**src/rtl/calc_pkg.sv**
```systemverilog
// Shared state encoding and ALU command codes for the calculator input sequencer.
package calc_pkg;

   localparam int unsigned STAGE_W = 3;

   typedef enum logic [STAGE_W-1:0] {
      OP1  = 3'd0,
      OP2  = 3'd1,
      CMD  = 3'd2,
      EXEC = 3'd3,
      SHOW = 3'd4
   } calc_state_t;

   // Command codes understood by ALU_generalizado
   localparam logic [2:0] ALU_ADD = 3'd0;
   localparam logic [2:0] ALU_SUB = 3'd1;
   localparam logic [2:0] ALU_AND = 3'd2;
   localparam logic [2:0] ALU_OR  = 3'd3;
   localparam logic [2:0] ALU_XOR = 3'd4;
   localparam logic [2:0] ALU_SLL = 3'd5;
   localparam logic [2:0] ALU_SRL = 3'd6;
   localparam logic [2:0] ALU_SRA = 3'd7;

endpackage

```
**src/rtl/rise_detect.sv**
```systemverilog
// Registered rising-edge detector for a debounced button level: one pulse per press.
module rise_detect (
   input  logic clk,
   input  logic rst,
   input  logic level,
   output logic rise
);

   logic level_q;

   always_ff @(posedge clk) begin
      if (rst) begin
         level_q <= 1'b0;
         rise    <= 1'b0;
      end else begin
         level_q <= level;
         rise    <= level & ~level_q;
      end
   end

endmodule

```
**src/rtl/calc_input_sequencer.sv**
```systemverilog
// Operand/command entry sequencer for the switch-and-button calculator.
// Optional CALC_CHAIN_EN: a press in SHOW feeds the result back as operand A.
module calc_input_sequencer
   import calc_pkg::*;
#(
   parameter int unsigned N_BITS        = 16,
   parameter int unsigned IN_BITS       = 5,
   parameter int unsigned DIGITS_PER_OP = 4,
   parameter int unsigned OP_BITS       = 3
) (
   input  logic                 clk,
   input  logic                 rst,
   input  logic [IN_BITS-1:0]   val,
   input  logic                 enter_button,
   input  logic                 clear_button,
   input  logic [N_BITS-1:0]    alu_result,
   input  logic                 alu_overflow,
   output logic [N_BITS-1:0]    op1,
   output logic [N_BITS-1:0]    op2,
   output logic [OP_BITS-1:0]   op,
   output logic [N_BITS-1:0]    output_number,
   output logic                 overflow,
   output logic [STAGE_W-1:0]   stage
);

   localparam int unsigned CNT_W = (DIGITS_PER_OP > 1) ? $clog2(DIGITS_PER_OP) : 1;

   calc_state_t          state_q, state_d;
   logic [CNT_W-1:0]     cnt_q, cnt_d;
   logic [N_BITS-1:0]    op1_d, op2_d, num_d;
   logic [OP_BITS-1:0]   op_d;
   logic                 ovf_d;
   logic                 press, clr;
   logic                 last_digit;
   logic [N_BITS-1:0]    digit;

   rise_detect u_enter_rise (.clk(clk), .rst(rst), .level(enter_button), .rise(press));
   rise_detect u_clear_rise (.clk(clk), .rst(rst), .level(clear_button), .rise(clr));

   assign last_digit = (cnt_q == CNT_W'(DIGITS_PER_OP - 1));
   assign digit      = N_BITS'(val);
   assign stage      = STAGE_W'(state_q);

   // Next-state and datapath update
   always_comb begin
      state_d = state_q;
      cnt_d   = cnt_q;
      op1_d   = op1;
      op2_d   = op2;
      op_d    = op;
      ovf_d   = overflow;
      num_d   = output_number;

      // Display trails the entry registers by one cycle
      case (state_q)
         OP1:     num_d = op1;
         OP2:     num_d = op2;
         CMD:     num_d = N_BITS'(op);
         default: num_d = output_number;
      endcase

      if (clr) begin
         state_d = OP1;
         cnt_d   = '0;
         op1_d   = '0;
         op2_d   = '0;
         op_d    = '0;
         ovf_d   = 1'b0;
         num_d   = '0;
      end else begin
         case (state_q)
            OP1: if (press) begin
               op1_d = (op1 << IN_BITS) | digit;
               if (last_digit) begin
                  cnt_d   = '0;
                  state_d = OP2;
               end else begin
                  cnt_d = cnt_q + CNT_W'(1);
               end
            end
            OP2: if (press) begin
               op2_d = (op2 << IN_BITS) | digit;
               if (last_digit) begin
                  cnt_d   = '0;
                  state_d = CMD;
               end else begin
                  cnt_d = cnt_q + CNT_W'(1);
               end
            end
            CMD: if (press) begin
               op_d    = val[OP_BITS-1:0];
               state_d = EXEC;
            end
            EXEC: begin
               num_d   = alu_result;
               ovf_d   = alu_overflow;
               state_d = SHOW;
            end
            SHOW: if (press) begin
`ifdef CALC_CHAIN_EN
               op1_d   = output_number;
               state_d = OP2;
`else
               op1_d   = '0;
               state_d = OP1;
`endif
               op2_d = '0;
               op_d  = '0;
               cnt_d = '0;
               ovf_d = 1'b0;
            end
            default: state_d = OP1;
         endcase
      end
   end

   always_ff @(posedge clk) begin
      if (rst) begin
         state_q       <= OP1;
         cnt_q         <= '0;
         op1           <= '0;
         op2           <= '0;
         op            <= '0;
         output_number <= '0;
         overflow      <= 1'b0;
      end else begin
         state_q       <= state_d;
         cnt_q         <= cnt_d;
         op1           <= op1_d;
         op2           <= op2_d;
         op            <= op_d;
         output_number <= num_d;
         overflow      <= ovf_d;
      end
   end

endmodule
```
**config.mk**
```make
export PLATFORM = sky130hd
export DESIGN_NAME = calc_input_sequencer
export DESIGN_NICKNAME = d
export VERILOG_FILES = /design/src/rtl/calc_pkg.sv /design/src/rtl/rise_detect.sv /design/src/rtl/calc_input_sequencer.sv
export SDC_FILE = /design/constraint.sdc
export NUM_CORES = 1
export LEC_CHECK = 0
export BUFFER_PORTS_ARGS = -buffer_cell sky130_fd_sc_hd__clkbuf_2
export CAP_MARGIN = 20
export CORE_MARGIN = 2
export CORE_UTILIZATION = 30
export DETAILED_ROUTE_END_ITERATION = 12
export PLACE_DENSITY = 0.56
export RECOVER_POWER = 100
export SYNTH_ARGS = -nofsm -noshare
export SYNTH_HDL_FRONTEND = slang
export SYNTH_SLANG_ARGS = --single-unit
```
**constraint.sdc**
```tcl
create_clock -name clk -period 3.43 [get_ports clk]
set_input_delay 0.343 -clock clk [delete_from_list [all_inputs] [get_ports clk]]
set_output_delay 0.343 -clock clk [all_outputs]
set_load 0.05 [all_outputs]
```
==> implementation parameters, run 1 <==
Parameter                              Value

Drt
  First DRT Iteration DRCs    approximately 110
  M1 wire length    3873 um
  Top layer used by detailed routing    met4
  Avg Vias per Cell    5.232
  Routed wl met2    between 3000 and 4000 um
  Wire length on met3    between 400 and 500 um
  Routed WL per cell    approximately 16 um
  Post-detailed-route DRC marker count    0
  Routed Wire Length    ~8000 um
  Number of routed nets with antenna violations    0
  Total vias in the final route    2,548
  Number of optimization iterations in the first detailed-route pass    4

Setup path
  CP delay by family, top    simple AND/OR/NAND/NOR gates
  Data arrival time of the worst path    around 2600 ps
  Critical path's largest stage delay    around 1000 ps
  Kind of end point of the critical path    flop
  Standard cell with the maximum stage delay on the critical path    nor4bb_1
  Buf/Inv on CP    2
  Critical path fanouts, max    19
  Kind of start point of the critical path    flop
  CP cell instances    clkbuf_1 -> nor4bb_1 -> buf_4 -> nand2_1 -> a21oi_1
  Worst path required time    approximately 3700 ps
  Type of the worst setup path    reg -> reg

Synth
  Cell variety after synth    37
  Top cell type's share of synthesized area    about 46%
  Share of async-settable or async-resettable flops after synthesis    0%
  Synthesis warning total    0
  Top FF cell, synth    dfxtp_1
  Mean Syn Cell Area    8.763 sq um
  Cell area after technology mapping    ~0.0027 sq mm
  Post-synthesis cell type with the largest combined area    dfxtp_1
  Flip-flop and latch count after synthesis    slightly above 60
  Count of mapped cells out of synthesis    roughly 300
  Post-synth EDFFs    0
  Syn_nets    331
  Share of synthesized area occupied by flip-flops and latches    around 46%
  Top post-synthesis cells by area    dfxtp_1 46%, a21oi_1 7.5%, mux2_2 5.5%

Floorplanning
  Rows    34
  Effective utilization at floorplan    between 30 and 40%
  I/O pin count    a little over 80
  Chip width    between 90 and 100 um
  Die height    slightly below 100 um
  Floorplan die area    around 0.0096 sq mm
  Core Region    0.008678 sq mm

Clock network
  Clock Sink Count    about 60
  Root Buffer Master    clkbuf_8
  Total setup buffers inserted after CTS    0
  Clock latency of the later-clocked register in the worst-skew pair    approximately 340 ps
  CTS H-tree depth    3
  Number of buffers added by the clock tree synthesis step    9
  Buffer levels on the longest clock path    2
  TritonCTS clock tree    yes
  CTS resizes    0
  Total of hold buffers inserted after clock tree synthesis    0
  Clock-pin slew on the worst setup and hold paths    70 ps

Global routing
  Total global routing overflow    0
  All-Layer GR Usage    roughly 17%
  Antenna violations before repair    0
  Wire length of the first global-routing pass    12,630 um
  Vias in the first global route    ~2,400
  Pin count of the biggest net entering global routing    58

STA
  Tmin final    2334 ps
  Part of the cycle the worst path needs    68.05%
  Sum Neg Setup Slack    0 ps
  Hold Violations, Final    0
  Number of setup violations in the final report    0
  Max Slew Vio Count    0
  Slack of the critical path    roughly 1100 ps
  Slew @ Worst Pin    1176 ps
  Setup skew after layout    between 6 and 7 ps
  Setup repair after global routing missed its margin    no
  Peak clock frequency supported by timing    roughly 430 MHz
  Worst max-slew margin expressed relative to the limit    between 20% and 30%

Final layout
  Area grow syn2layout    20.81%
  Antenna diode instance count    0
  Fraction of layout cells with a size suffix above 1    roughly 16%
  # nets final    roughly 400
  Design area    about 0.0032 sq mm

Min path
  Type of the worst min-delay path    in -> reg

Place
  Detailed Place HPWL    5451 um
  Count of buffers inserted at the top-level ports    80
  Total cell area at the placement stage    0.003089 sq mm
  Final weighted congestion of routability-driven global placement    roughly 0.77
  Pre-CTS setup slack    roughly 1600 ps

Power
  Leak pwr    0.001110 uW
  Total power after layout    between 1000 and 1500 uW
  P per Cell Area    between 400 and 500 mW/mm^2
  Largest voltage drop on the vdd net    between 0.15 and 0.2 mV

Outcome
  Result of the run    finished clean

Flow run
  Number of max-cap violations    0
-- final timing paths --
path | end | cells past startpoint | slack (ps) | startpoint
setup reg to reg | op2[7] | 5 | 1100 | stage[1]
hold / removal | u_clear_rise.level_q | 2 | 220 | rst
setup / recovery | op2[7] | 5 | 1100 | stage[1]
hold reg to reg | u_enter_rise.rise | 1 | 380 | u_enter_rise.level_q
-- through the flow --
| step | std cells | utilization (%) | hold slack (ps) |
|---|---|---|---|
| final | 487 | 37.08 | 219.0 |
| after floorplan | 304 | - | 367.4 |
| after detailed placement | 470 | 35.60 | 374.4 |
| after global routing | 487 | 37.08 | 256.4 |
| after global placement | 470 | 35.60 | 373.0 |
| after CTS | 486 | 37.98 | 182.4 |
-- Yosys cell counts, types with 3 or more instances --
| cell type | number |
|---|---|
| dfxtp_1 | 61 |
| a21oi_1 | 40 |
| nand2_1 | 35 |
| o21ai_0 | 24 |
| nand3_1 | 16 |
| a221oi_1 | 15 |
| nor2_1 | 15 |
| nor3_1 | 15 |
| mux2_2 | 13 |
| clkbuf_1 | 12 |
| buf_2 | 8 |
| nor2b_1 | 8 |
| buf_6 | 5 |
| a31oi_1 | 3 |
| and4b_1 | 3 |
| inv_1 | 3 |
| nand3b_1 | 3 |
-- flip-flops by register name, indices dropped and copies added (netlist names) --
name,flops
u_enter_rise.level_q,1
stage,3
cnt_q,2
u_clear_rise.rise,1
u_enter_rise.rise,1
op1,16
u_clear_rise.level_q,1
op,3
op2,16
overflow,1
output_number,16
-- power breakdown --
part | internal (uW) | switching, uW | total [uW] | leakage (uW)
logic | 24.3 | 52.1 | 76.5 | 0.000511
registers | 716 | 7.04 | 723 | 0.000493
clock network | 406 | 274 | 680 | 0.000107
total | 1150 | 333 | 1480 | 0.00111
-- routing by layer --
metal,track usage [%],vias up
met4,7.587,0
met2,24.55,91
met3,3.364,10
met5,0,-
met1,23.49,1211
li1,-,1236
-- logic make-up (layout without fill, tap and decap cells) --
| kind of cell | after synthesis | after routing | share of synthesized area (%) |
|---|---|---|---|
| and+or+nand+nor | 105 | 105 | 19.87 |
| AOI/OAI and AO/OA | 89 | 89 | 19.96 |
| DFF | 61 | 61 | 45.84 |
| buffers and inverters | 33 | 108 | 6.904 |
| muxes | 14 | 14 | 6.341 |
| adders and majority gates | 1 | 1 | 0.4696 |
| xor gates and xnor gates | 1 | 1 | 0.6108 |
-- final cells by class --
class,instances,area (sq um)
timing repair buffer,88,395.4
inverter,4,15.01
fill,970,5460
multi-input combinational,210,1245
clock inverter,5,75.07
sequential,61,1221
tap,108,135.1
clock buffer,11,131.4
-- layout by cell type (no fill, tap or decap), types with 2 or more instances in the layout --
master / Yosys / final
dfxtp_1: 61 / 61
clkbuf_1: 12 / 60
a21oi_1: 40 / 40
nand2_1: 35 / 35
o21ai_0: 24 / 24
clkbuf_2: 1 / 24
nand3_1: 16 / 16
nor2_1: 15 / 15
a221oi_1: 15 / 15
nor3_1: 15 / 15
mux2_2: 13 / 13
clkbuf_8: 0 / 9
nor2b_1: 8 / 8
buf_4: 1 / 5
and4b_1: 3 / 3
inv_1: 3 / 3
a31oi_1: 3 / 3
nand3b_1: 3 / 3
clkinv_2: 0 / 3
nand2b_1: 2 / 2
o21ai_1: 2 / 2
and2_1: 2 / 2
a222oi_1: 2 / 2
bufinv_16: 0 / 2
Note: power is estimated with default switching activity, not from simulation.
==> inputs of run 2 (changes only) <==
PLACE_DENSITY = 0.58   (was 0.56)
clock period = 2 ns   (was 3.43 ns; I/O delays follow)
==> run 2 against run 1 <==
Compared with the run above:
- final area increased by 3.5%
- count of clock-buffer cells in the layout up 1
- die area stayed put
- via count up 0.31%
- critical path type is now reg -> out
- largest power group is now the clock network
==> implementation parameters, run 2 (same netlist as run 1, synthesis figures left out) <==
Parameter                              Value

Outcome
  Result of the run    finished clean (unchanged)

Setup path
  Worst path required time    1800 ps (was 3700 ps)
  Crit path launch    stage[2] (was stage[1])
  Data arrival time of the worst path    1550 ps (was 2610 ps)
  Worst setup path endpoint    stage[2] (was op2[7])
  Kind of end point of the critical path    output port (was flop)
  R2r startpoint    stage[2] (was stage[1])
  Cell depth of the worst flop-to-flop path    4 (was 5)
  Internal reg-to-reg setup slack    300 ps (was 1100 ps)
  Critical path fanouts, max    10 (was 19)
  Endpoint of the lowest-slack register-to-register path    op1[12] (was op2[7])
  Type of the worst setup path    reg -> out (was reg -> reg)
  Kind of start point of the critical path    flop (unchanged)

STA
  Worst max-slew margin expressed relative to the limit    34.39% (was 21.04%)
  Peak clock frequency supported by timing    around 570 MHz
  Sum Neg Setup Slack    0 ps (unchanged)
  Setup skew after layout    11.51 ps (was 6.376 ps)
  Slew @ Worst Pin    980.6 ps (was 1176 ps)
  Part of the cycle the worst path needs    roughly 88%
  Hold Violations, Final    0 (unchanged)
  Max Slew Vio Count    0 (unchanged)
  Tmin final    1751 ps
  Setup repair after global routing missed its margin    no (unchanged)
  Number of setup violations in the final report    0 (unchanged)

Min path
  Type of the worst min-delay path    in -> reg (unchanged)
  Hold_sp    rst (unchanged)

Power
  Internal power summed over all cells    2134 uW (was 1146 uW)
  Leak pwr    0.001172 uW (was 0.001110 uW)
  Switching power of the nets    586.9 uW (was 333.4 uW)
  Sequential share of power    45.6% (was 48.9%)
  Comb power frac    5.0% (was 5.2%)
  P per Cell Area    816.9 mW/mm^2 (was 459.6 mW/mm^2)
  Proportion of power drawn by the clock network    49.5% (was 46.0%)
  Largest voltage drop on the vdd net    0.3420 mV (was 0.1927 mV)
  Switching share of total power    21.57% (was 22.54%)
  Total power after layout    2721 uW (was 1479 uW)

Final layout
  Most common cell after layout, fill and taps aside    dfxtp_1 (unchanged)
  Most frequent cells in the layout    61 x dfxtp_1, 57 x clkbuf_1, 40 x a21oi_1 (was 61 x dfxtp_1, 60 x clkbuf_1, 40 x a21oi_1)
  Fraction of layout cells with a size suffix above 1    18.91% (was 15.83%)
  # nets final    408 (was 401)
  Area grow syn2layout    25.04% (was 20.81%)
  Count of fill cells added during filler insertion    939 (was 970)
  Antenna diode instance count    0 (unchanged)
  Top Registers    op1: 16 flops, op2: 16 flops, output_number: 16 flops (unchanged)

Clock network
  Clock Sink Count    61 (unchanged)
  Total of hold buffers inserted after clock tree synthesis    0 (unchanged)
  TritonCTS clock tree    yes (unchanged)
  Clock-pin slew on the worst setup and hold paths    70 ps (about the same)
  Total setup buffers inserted after CTS    0 (unchanged)
  CTS resizes    0 (unchanged)
  Buffer levels on the longest clock path    2 (unchanged)
  Clock latency of the later-clocked register in the worst-skew pair    350 ps (was 340 ps)
  Number of buffers added by the clock tree synthesis step    9 (unchanged)
  CTS H-tree depth    3 (unchanged)
  Root Buffer Master    clkbuf_8 (unchanged)

Drt
  Number of optimization iterations in the first detailed-route pass    4 (unchanged)
  Routed Wire Length    8123 um (was 7986 um)
  Total vias in the final route    2,556 (was 2,548)
  First DRT Iteration DRCs    214 (was 111)
  Avg Vias per Cell    5.174 (was 5.232)
  Routed WL per cell    16.44 um (was 16.40 um)
  Number of routed nets with antenna violations    0 (unchanged)
  Post-detailed-route DRC marker count    0 (unchanged)

Place
  Final weighted congestion of routability-driven global placement    0.8128 (was 0.7654)
  Count of buffers inserted at the top-level ports    80 (unchanged)
  Detailed Place HPWL    5578 um (was 5451 um)

Floorplanning
  Floorplan die area    0.009649 sq mm (unchanged)
  Effective utilization at floorplan    30.69% (unchanged)
  Rows    34 (unchanged)
  I/O pin count    81 (unchanged)
  Core Region    0.008678 sq mm (unchanged)
  Die height    98.23 um (unchanged)
  Chip width    98.23 um (unchanged)

Global routing
  Total global routing overflow    0 (unchanged)
  Pin count of the biggest net entering global routing    58 (unchanged)
  All-Layer GR Usage    17.00% (was 16.66%)
  Vias in the first global route    2,448 (was 2,408)
  Wire length of the first global-routing pass    12,810 um (was 12,630 um)
  Antenna violations before repair    0 (unchanged)

Flow run
  Number of max-cap violations    0 (unchanged)
run 2: worst max-delay path: stages (launching register included):
cell      delay, ps
dfxtp_1         550
clkbuf_2        330
clkbuf_2        330
run 2: area by class of cell:
class                           count  area (sq um)  area share [%]
Clock buffer                       12         145.1           4.358
Clock inverter                      4         95.09           2.855
Inverter                            4         15.01          0.4508
Multi-Input combinational cell    210          1265           37.98
Sequential cell                    61          1221           36.66
Tap cell                          108         135.1           4.057
Timing Repair Buffer               95         454.2           13.64
run 2: worst min-delay path by stage:
| stage | slack (ps) | end | cells past startpoint |
|---|---|---|---|
| after floorplan | 280 | u_clear_rise.level_q | 1 |
| after global placement | 370 | u_clear_rise.rise | 1 |
| after detailed placement | 380 | u_clear_rise.rise | 1 |
| after CTS | 40 | u_clear_rise.level_q | 2 |
| after global routing | 90 | u_clear_rise.level_q | 2 |
| final | 100 | u_clear_rise.level_q | 2 |
run 2: power groups by stage:
| stage | clock network, uW | registers, uW | logic, uW |
|---|---|---|---|
| global route | 1420 | 1240 | 147 |
| floorplan | 0 | 1280 | 60.2 |
| global placement | 0 | 1270 | 130 |
| CTS | 1370 | 1240 | 131 |
| detailed placement | 0 | 1270 | 130 |
| finish | 1350 | 1240 | 135 |
run 2: metal layers:
| layer | share of wire, % | global-route usage (%) | vias to the layer above |
|---|---|---|---|
| met3 | 6.5 | 4.939 | 2 |
| met4 | 0.31 | 6.006 | 0 |
| met1 | 47 | 22.70 | 1214 |
| met2 | 47 | 26.34 | 97 |
| met5 | 0 | 0 | - |
| li1 | - | - | 1243 |
run 2: metrics by stage:
| step | instance area [sq um] | std cells | setup slack, ps | utilization (%) | hold slack, ps |
|---|---|---|---|---|---|
| after floorplan | 2664 | 304 | 270.9 | - | 279.1 |
| after global placement | 3142 | 477 | 304.2 | 36.20 | 373.6 |
| after detailed placement | 3142 | 477 | 259.6 | 36.20 | 379.3 |
| after CTS | 3382 | 493 | 229.7 | 38.97 | 44.37 |
| after global routing | 3331 | 494 | 133.4 | 38.38 | 93.74 |
| final | 3331 | 494 | 248.7 | 38.38 | 97.70 |
